$ cat src/rtl/z_result_buffer_if.sv
// z_result_buffer_if: ALU-side push handshake and bus-side beat handshake
// of the Z result buffer, plus its entry count.
interface z_result_buffer_if #(
    parameter int unsigned WIDTH = 32
);
    logic             in_valid;
    logic             in_ready;
    logic [WIDTH-1:0] in_low;
    logic [WIDTH-1:0] in_high;
    logic             in_has_hi;
    logic             out_valid;
    logic             out_ready;
    logic [WIDTH-1:0] out_data;
    logic             out_is_hi;
    logic             out_last;
    logic [1:0]       count;

    // ALU producer and bus consumer side
    modport master (
        output in_valid, in_low, in_high, in_has_hi, out_ready,
        input  in_ready, out_valid, out_data, out_is_hi, out_last, count
    );

    // Buffer side
    modport slave (
        input  in_valid, in_low, in_high, in_has_hi, out_ready,
        output in_ready, out_valid, out_data, out_is_hi, out_last, count
    );
endinterface

$ cat src/rtl/z_result_buffer.sv
// z_result_buffer: small FIFO of Z-register entries {low, high, has_hi}
// replayed onto the datapath bus as a low beat plus an optional high beat.
// Z_PAIR_BUFFER_EN defined: two entries deep; undefined: one entry deep.
module z_result_buffer #(
    parameter int unsigned WIDTH = 32
) (
    input logic             clk,
    input logic             clr,
    z_result_buffer_if.slave bus
);
`ifdef Z_PAIR_BUFFER_EN
    localparam int unsigned DEPTH = 2;
`else
    localparam int unsigned DEPTH = 1;
`endif
    localparam int unsigned PTR_W = (DEPTH > 1) ? $clog2(DEPTH) : 1;

    typedef struct packed {
        logic [WIDTH-1:0] low;
        logic [WIDTH-1:0] high;
        logic             has_hi;
    } entry_t;

    typedef enum logic [1:0] {
        S_EMPTY,
        S_LO,
        S_HI
    } state_t;

    state_t           state;
    entry_t           mem [DEPTH];
    logic [PTR_W-1:0] rd_ptr;
    logic [PTR_W-1:0] wr_ptr;
    logic [PTR_W-1:0] rd_ptr_n;
    logic [PTR_W-1:0] wr_ptr_n;
    logic [1:0]       count_n;
    logic [1:0]       remain;
    logic             push;
    logic             pop;
    logic             beat;
    entry_t           in_entry;
    entry_t           head_n;

    function automatic logic [PTR_W-1:0] ptr_inc(input logic [PTR_W-1:0] p);
        return (32'(p) == DEPTH - 1) ? '0 : PTR_W'(32'(p) + 32'd1);
    endfunction

    // Handshake decode and the head entry as seen after this edge
    always_comb begin
        beat      = bus.out_valid & bus.out_ready;
        pop       = beat & bus.out_last;
        push      = bus.in_valid & bus.in_ready;
        count_n   = bus.count + 2'(push) - 2'(pop);
        remain    = bus.count - 2'(pop);
        rd_ptr_n  = pop  ? ptr_inc(rd_ptr) : rd_ptr;
        wr_ptr_n  = push ? ptr_inc(wr_ptr) : wr_ptr;
        in_entry.low    = bus.in_low;
        in_entry.high   = bus.in_high;
        in_entry.has_hi = bus.in_has_hi;
        // With nothing left behind the retiring head, the new head is the
        // entry being written on this same edge (no EMPTY bubble).
        head_n    = (remain == 2'd0) ? in_entry : mem[rd_ptr_n];
    end

    // Entry storage written at the tail
    always_ff @(posedge clk) begin
        if (push) begin
            mem[wr_ptr] <= in_entry;
        end
    end

    // Output FSM, pointers, count and registered handshake outputs
    always_ff @(posedge clk or posedge clr) begin
        if (clr) begin
            state         <= S_EMPTY;
            rd_ptr        <= '0;
            wr_ptr        <= '0;
            bus.count     <= 2'd0;
            bus.in_ready  <= 1'b1;
            bus.out_valid <= 1'b0;
            bus.out_data  <= '0;
            bus.out_is_hi <= 1'b0;
            bus.out_last  <= 1'b0;
        end else begin
            rd_ptr       <= rd_ptr_n;
            wr_ptr       <= wr_ptr_n;
            bus.count    <= count_n;
            bus.in_ready <= (32'(count_n) < DEPTH);
            if (state == S_LO && beat && !bus.out_last) begin
                state         <= S_HI;
                bus.out_data  <= mem[rd_ptr].high;
                bus.out_is_hi <= 1'b1;
                bus.out_last  <= 1'b1;
            end else if (state == S_EMPTY || pop) begin
                if (count_n != 2'd0) begin
                    state         <= S_LO;
                    bus.out_valid <= 1'b1;
                    bus.out_data  <= head_n.low;
                    bus.out_is_hi <= 1'b0;
                    bus.out_last  <= ~head_n.has_hi;
                end else begin
                    state         <= S_EMPTY;
                    bus.out_valid <= 1'b0;
                    bus.out_data  <= '0;
                    bus.out_is_hi <= 1'b0;
                    bus.out_last  <= 1'b0;
                end
            end
        end
    end
endmodule

$ cat src/flat_wrapper.sv
// flat-port wrapper written by rule: the top's interface ports become plain ports
module z_result_buffer_flat 
#(
    parameter int unsigned WIDTH = 32
)
  (clk, clr, bus_in_valid, bus_in_low, bus_in_high, bus_in_has_hi, bus_out_ready, bus_in_ready, bus_out_valid, bus_out_data, bus_out_is_hi, bus_out_last, bus_count);
  z_result_buffer_if #(.WIDTH(WIDTH)) bus_i ();
  input logic clk;
  input logic clr;
  input wire logic [$bits(bus_i.in_valid)-1:0] bus_in_valid;
  input wire logic [$bits(bus_i.in_low)-1:0] bus_in_low;
  input wire logic [$bits(bus_i.in_high)-1:0] bus_in_high;
  input wire logic [$bits(bus_i.in_has_hi)-1:0] bus_in_has_hi;
  input wire logic [$bits(bus_i.out_ready)-1:0] bus_out_ready;
  output wire logic [$bits(bus_i.in_ready)-1:0] bus_in_ready;
  output wire logic [$bits(bus_i.out_valid)-1:0] bus_out_valid;
  output wire logic [$bits(bus_i.out_data)-1:0] bus_out_data;
  output wire logic [$bits(bus_i.out_is_hi)-1:0] bus_out_is_hi;
  output wire logic [$bits(bus_i.out_last)-1:0] bus_out_last;
  output wire logic [$bits(bus_i.count)-1:0] bus_count;
  assign bus_i.in_valid = bus_in_valid;
  assign bus_i.in_low = bus_in_low;
  assign bus_i.in_high = bus_in_high;
  assign bus_i.in_has_hi = bus_in_has_hi;
  assign bus_i.out_ready = bus_out_ready;
  assign bus_in_ready = bus_i.in_ready;
  assign bus_out_valid = bus_i.out_valid;
  assign bus_out_data = bus_i.out_data;
  assign bus_out_is_hi = bus_i.out_is_hi;
  assign bus_out_last = bus_i.out_last;
  assign bus_count = bus_i.count;
  z_result_buffer #(.WIDTH(WIDTH)) u_core (.clk(clk), .clr(clr), .bus(bus_i));
endmodule
$ cat config.mk
export PLATFORM = sky130hd
export DESIGN_NAME = z_result_buffer_flat
export DESIGN_NICKNAME = d
export VERILOG_FILES = /design/src/rtl/z_result_buffer_if.sv /design/src/rtl/z_result_buffer.sv /design/src/flat_wrapper.sv
export SDC_FILE = /design/constraint.sdc
export NUM_CORES = 1
export LEC_CHECK = 0
export BUFFER_PORTS_ARGS = -buffer_cell sky130_fd_sc_hd__buf_2
export CORE_MARGIN = 3
export CORE_UTILIZATION = 53
export DETAILED_ROUTE_END_ITERATION = 10
export PLACE_DENSITY = 0.79
export SLEW_MARGIN = 20
export SYNTH_ARGS = -nofsm -noshare
export SYNTH_HDL_FRONTEND = slang
export SYNTH_SLANG_ARGS = --single-unit
export TNS_END_PERCENT = 5
$ cat constraint.sdc
create_clock -name clk -period 4.4 [get_ports clk]
set_input_delay 0.88 -clock clk [delete_from_list [all_inputs] [get_ports clk]]
set_output_delay 0.88 -clock clk [all_outputs]
set_load 0.01 [all_outputs]
==> results of run 1 <==
[through the flow]
| stage | cell area, sq um | setup slack, ns | hold slack (ns) | cells | power (uW) |
|---|---|---|---|---|---|
| after global routing | 5090 | 1.34 | 0.520 | 490 | 3780 |
| final | 5090 | 1.49 | 0.481 | 490 | 3540 |
| after CTS | 5090 | 1.48 | 0.488 | 490 | 3590 |
| after detailed placement | 4930 | 1.09 | 0.474 | 474 | 3080 |
| after global placement | 4930 | 1.20 | 0.464 | 474 | 3030 |
| after floorplan | 4340 | 0.629 | 0.453 | 279 | 2700 |
[sequential cells by signal (all words and copies together), names as in the netlist]
signal,cells
u_core.state,1
u_core.bus.count,2
u_core.bus.out_last,1
u_core.bus.out_data,32
u_core.bus.out_valid,1
u_core.bus.in_ready,1
u_core.mem,65
u_core.bus.out_is_hi,1
[worst max-delay path, cell delays in order]
cell and delay [ns]:
buf_2 0.10, nand3_1 0.11, inv_1 0.19, ha_1 0.28, inv_1 0.06, ha_1 0.16, xor3_2 0.30, o22ai_4 0.60
buf_12 0.26, o221ai_1 0.15
[routing by layer]
metal | part of all wire | wire [microns] | vias up | GRT usage
met1 | 0.42 | 3550 | 1274 | 0.253
met3 | 0.062 | 525 | 13 | 0.0372
li1 | - | - | 1253 | -
met4 | 0.019 | 159 | 0 | 0.0783
met5 | 0 | 0 | - | 0
met2 | 0.50 | 4190 | 88 | 0.321
[logic make-up (layout without fill, tap and decap cells)]
kind of cell / count (synthesis) / in the layout / share of synthesized area
DFF: 104 / 104 / 0.675
xor gates and xnor gates: 1 / 1 / 0.00576
buffers and inverters: 56 / 165 / 0.0623
AOI/OAI and AO/OA: 38 / 38 / 0.121
adders and majority gates: 2 / 2 / 0.00576
and+or+nand+nor: 44 / 44 / 0.0516
muxes: 34 / 34 / 0.0787
[cell usage in the layout, fill, tap and decap left out]
master / netlist / routed
buf_2: 4 / 106
a211o_1: 2 / 1
and3b_1: 1 / 1
inv_1: 38 / 37
clkinv_1: 0 / 2
inv_2: 0 / 1
or2_2: 1 / 1
a21oi_1: 1 / 1
nand3_1: 33 / 33
nor2b_2: 0 / 1
nor2_1: 4 / 4
o31ai_1: 1 / 1
buf_4: 0 / 4
and2_2: 0 / 1
ha_1: 2 / 2
clkbuf_1: 7 / 1
buf_12: 0 / 1
dfstp_2: 1 / 1
clkinvlp_4: 0 / 2
mux2_2: 1 / 1
nand2_1: 2 / 2
o221ai_2: 30 / 30
xor3_2: 1 / 1
o221ai_1: 2 / 2
mux2i_1: 33 / 33
a211o_2: 0 / 1
edfxtp_1: 65 / 65
clkinv_4: 0 / 1
o22ai_4: 1 / 1
dfrtp_1: 38 / 38
and2b_2: 1 / 1
clkbuf_8: 1 / 9
clkinv_2: 0 / 1
o211ai_1: 1 / 1
[power by group]
part / internal (uW) / switching (uW) / total (uW)
registers: 1320 / 121 / 1450
clock network: 202 / 314 / 516
logic: 663 / 915 / 1580
[final cells by class]
class	instances	area [sq um]	area share
clock buffers	10	128	0.0251
clock inverters	6	36.3	0.00713
repair buffers	111	581	0.114
multi-input cells	119	1150	0.225
flip-flops and latches	104	2930	0.575
inverters	38	143	0.0280
well taps	102	128	0.0251
[how the worst max path moves through the flow]
stage                     slack (ns)  cells past startpoint          start                                  end
after global placement          1.20                     10  bus_out_ready   u_core.bus.out_data[8]$_DFFE_PP0P_
final                           1.49                     10  bus_out_ready   u_core.bus.out_data[8]$_DFFE_PP0P_
after CTS                       1.48                     10  bus_out_ready   u_core.bus.out_data[8]$_DFFE_PP0P_
after global routing            1.34                     10  bus_out_ready   u_core.bus.out_data[8]$_DFFE_PP0P_
after detailed placement        1.09                     10  bus_out_ready   u_core.bus.out_data[8]$_DFFE_PP0P_
after floorplan                 0.63                      6   bus_in_valid  u_core.bus.out_data[10]$_DFFE_PP0P_
==> results.cfg, run 1 <==
[outcome]
outcome = completed

[detailed_routing]
drt_iter0_drc = 132
post-route-drc-count = 0
ant_nets = 0
via_per_inst = 5.36
wl_per_cell_microns = 17.2
num_vias = 2628
drtPass1Iterations = 4
routed_wirelength_microns = 8420

[clock_network]
cts-buffers-inserted = 9
clockBufferDepth = 2
postCtsSetupRepairBufs = 0
root_buffer = clkbuf_8
hold_buffers = 0
clock-sinks = 104
clkLatencyLatePin_ns = 0.36
cts_max_level = 3
cts_tree = built
clkSlewWorstSetupHoldPaths_ns = 0.10
ctsResizeCount = 0

[logic_synthesis]
synth_cell_type_count = 27
synth-seq-cells = 104
yosysWarnings = 0
synthCells = 279
synthTopCellsByArea = edfxtp_1 45%, dfrtp_1 22%, o221ai_2 10%, mux2i_1 7.6%, nand3_1 3.8%
synth_common_cells = 65 x edfxtp_1, 38 x dfrtp_1, 38 x inv_1
yosysTopAreaCell = edfxtp_1
synth_top_area_share = 0.450
synth_fp_nets = 350
syn_avg_cell_area_sq_um = 15.6
synthFlopType = edfxtp_1
ys_seq_area_frac = 0.675
synth_area_sq_um = 4340
yosysMostFrequentCell = edfxtp_1
synth_edf_count = 65
ys_async_sr_fraction = 0.375

[grt]
grt_pass1_vias = 2711
grt_overflow = 0
grt_max_degree = 66
grt_use_total = 0.194
grt_antenna_before_repair = 0
grt_first_pass_wirelength_microns = 13300

[finish]
finalCoreUtilization = 0.649
n_fill_cell = 616
fin_nets = 454
antennaDiodeCount = 0
area_growth_pct = 17.3
drive_above_1_share = 0.423

[sta]
fmax_mhz = 344
slew_headroom = 0.386
drv_slew = 0
fin_setup_tns_ns = 0
hold_viol = 0
report.final.setup_viol = 0
fin_crit_sh = 0.662
clock_skew_ns = 0.0123
period_needed_ns = 2.91
tightestPinTransition_ns = 0.921
rsz0062_at_grt = no

[job]
max_cap_viol_count = 0

[hold_path]
worstHoldEndpoint = u_core.bus.out_data[20]$_DFFE_PP0P_
hold_depth = 2
min_from = u_core.mem[0][21]$_DFFE_PP_
hold_path_class = reg -> reg

[power_and_ir_drop]
power_density_nw_per_um2 = 695
p_leak_uw = 0.00210
vdd_ir_drop_max_uv = 704

[critical_path]
r2r_end = u_core.bus.out_data[8]$_DFFE_PP0P_
r2r-start = u_core.bus.out_last$_DFFE_PP0P_
worstPathArrival_ns = 3.11
r2r_slack_ns = 1.68
cp-end-kind = register
crit_path_start_kind = input pin
critPathMaxFanout = 18
worstRegToRegCells = 9
crit_required_ns = 4.60
worstSetupPathType = in -> reg

[floorplan]
dieArea_sq_um = 9310
die_w_microns = 96.5
initial_utilization = 0.553
coreArea_sq_um = 7850
boundaryPins = 107
die_h_microns = 96.5
rows = 32

[place]
place_hpwl_microns = 5630
place.gp.congestion = 0.738
numPortBuffers = 106
Note: power is estimated with default switching activity, not from simulation.
==> run 2: changes to the inputs <==
Settings changed: CORE_UTILIZATION 53 to 48, PLACE_DENSITY 0.79 to 0.76.
Clock period 4.4 ns to 2.4 ns, I/O delays scaled along.
==> run 2 against run 1 <==
  * Critical path depth decreased by 1
  * Largest power group unchanged
  * Clock power grew 120%
  * Critical path type is now reg -> reg
  * Sequential power rose by 83%
==> results.cfg, run 2 (synthesized netlist as in run 1, its figures left out) <==
[outcome]
outcome = completed

[sta]
tightestPinTransition_ns = 0.921
period_needed_ns = 2.21
rsz0062_at_grt = no
fmax_mhz = 452
fin_crit_sh = 0.923
clock_skew_ns = 0.0119
hold_viol = 0
report.final.setup_viol = 0
drv_slew = 0
slew_headroom = 0.386
fin_setup_tns_ns = 0
worst_slack_ns = 0.185

[power_and_ir_drop]
vdd_ir_drop_max_uv = 923
power_density_nw_per_um2 = 1320
p_leak_uw = 0.00216

[floorplan]
coreArea_sq_um = 8760
dieArea_sq_um = 10200
die_h_microns = 101
boundaryPins = 107
initial_utilization = 0.495
rows = 34
die_w_microns = 101

[grt]
grt_overflow = 0
grt_pass1_vias = 2665
grt_first_pass_wirelength_microns = 13800
grt_max_degree = 66
grt_antenna_before_repair = 0
grt_use_total = 0.177

[place]
place.gp.congestion = 0.783
place_hpwl_microns = 5750
dp.cells = 483
dpl_cell_area_sq_um = 5000
dp_slack_ns = 0.0536
numPortBuffers = 106

[clock_network]
postCtsSetupRepairBufs = 0
cts_tree = built
clock-sinks = 104
ctsResizeCount = 0
root_buffer = clkbuf_8
clkSlewWorstSetupHoldPaths_ns = 0.10
clockBufferDepth = 2
clkLatencyLatePin_ns = 0.36
hold_buffers = 0
cts-buffers-inserted = 9
cts_max_level = 3

[finish]
largest_reg_flops = 65
stdcell_area_sq_um = 5200
antennaDiodeCount = 0
multiInputGateArea_sq_um = 1150
fin_nets = 457
final_cell_mix = 106 x buf_2, 65 x edfxtp_1, 38 x dfrtp_1
area_growth_pct = 19.9
final-seq-area_sq_um = 2930
largest_register = u_core.mem
final_common_cell = buf_2
n_fill_cell = 710
drive_above_1_share = 0.432
stdcell_count = 499
largestRegisters = u_core.mem: 65 flops, u_core.bus.out_data: 32 flops, u_core.bus.count: 2 flops

[critical_path]
cp-end-kind = register
worstSetupPathType = reg -> reg
crit_path_start_kind = register
worstPathArrival_ns = 2.43
critPathMaxFanout = 20
worstRegToRegCells = 9
crit_required_ns = 2.61

[detailed_routing]
drt_iter0_drc = 92
routed_wirelength_microns = 8650
wl_per_cell_microns = 17.3
drtPass1Iterations = 4
post-route-drc-count = 0
via_per_inst = 5.22
num_vias = 2604
ant_nets = 0

[hold_path]
hold_path_class = in -> async

[job]
max_cap_viol_count = 0
[run 2: changes by cell type in the layout (fill, tap and decap cells not counted)]
cell,previous run,this run
buf_12,1,4
clkinv_4,1,3
clkinvlp_4,2,0
and2_2,1,0
and2_4,0,1
bufinv_16,0,1
clkbuf_1,1,0
clkinv_1,2,1
clkinv_2,1,0
inv_6,0,1
inv_8,0,1
nor2b_2,1,0
nor2b_4,0,1
[run 2: metrics by stage]
step	power, uW	hold slack (ns)	util
floorplan	4940	0.453	-
global placement	5740	0.465	0.571
detailed placement	5840	0.470	0.571
CTS	6950	0.259	0.594
global route	7300	0.252	0.594
finish	6840	0.281	0.594
[run 2: critical path, stage by stage (launching register included)]
cell and delay [ns]:
dfrtp_1 0.45, nand3_1 0.15, inv_1 0.08, ha_1 0.28, inv_1 0.06, ha_1 0.14, xor3_2 0.30, o22ai_4 0.24
buf_12 0.23, o221ai_2 0.12
[run 2: final timing paths]
| kind | startpoint | endpoint | slack (ns) |
|---|---|---|---|
| min | clr | u_core.bus.out_data[1]$_DFFE_PP0P_ | 0.28 |
| max | u_core.bus.out_last$_DFFE_PP0P_ | u_core.bus.out_data[29]$_DFFE_PP0P_ | 0.19 |
| max in group asynchronous | clr | u_core.bus.out_data[25]$_DFFE_PP0P_ | 1.57 |
| min in group clk | bus_in_high[8] | u_core.mem[0][9]$_DFFE_PP_ | 0.28 |
| min reg2reg | u_core.mem[0][27]$_DFFE_PP_ | u_core.bus.out_data[26]$_DFFE_PP0P_ | 0.49 |
| max reg2reg | u_core.bus.out_last$_DFFE_PP0P_ | u_core.bus.out_data[29]$_DFFE_PP0P_ | 0.19 |
[run 2: where the power goes]
part / internal (uW) / leakage [uW] / switching [uW]
clock network: 496 / 0.000103 / 612
registers: 2430 / 0.00108 / 235
logic: 1350 / 0.000981 / 1720
total: 4280 / 0.00216 / 2570
[run 2: final cells by class]
class / count / area share
Sequential cell: 104 / 0.563
Multi-Input combinational cell: 119 / 0.221
Timing Repair Buffer: 114 / 0.123
Inverter: 38 / 0.0274
Tap cell: 108 / 0.0260
Clock buffer: 9 / 0.0238
Clock inverter: 7 / 0.0154
[run 2: metal layers]
metal | part of all wire | up-vias | global-route usage
li1 | - | 1255 | -
met1 | 0.43 | 1261 | 0.238
met2 | 0.50 | 80 | 0.285
met3 | 0.060 | 8 | 0.0547
met4 | 0.0061 | 0 | 0.0409
met5 | 0 | - | 0
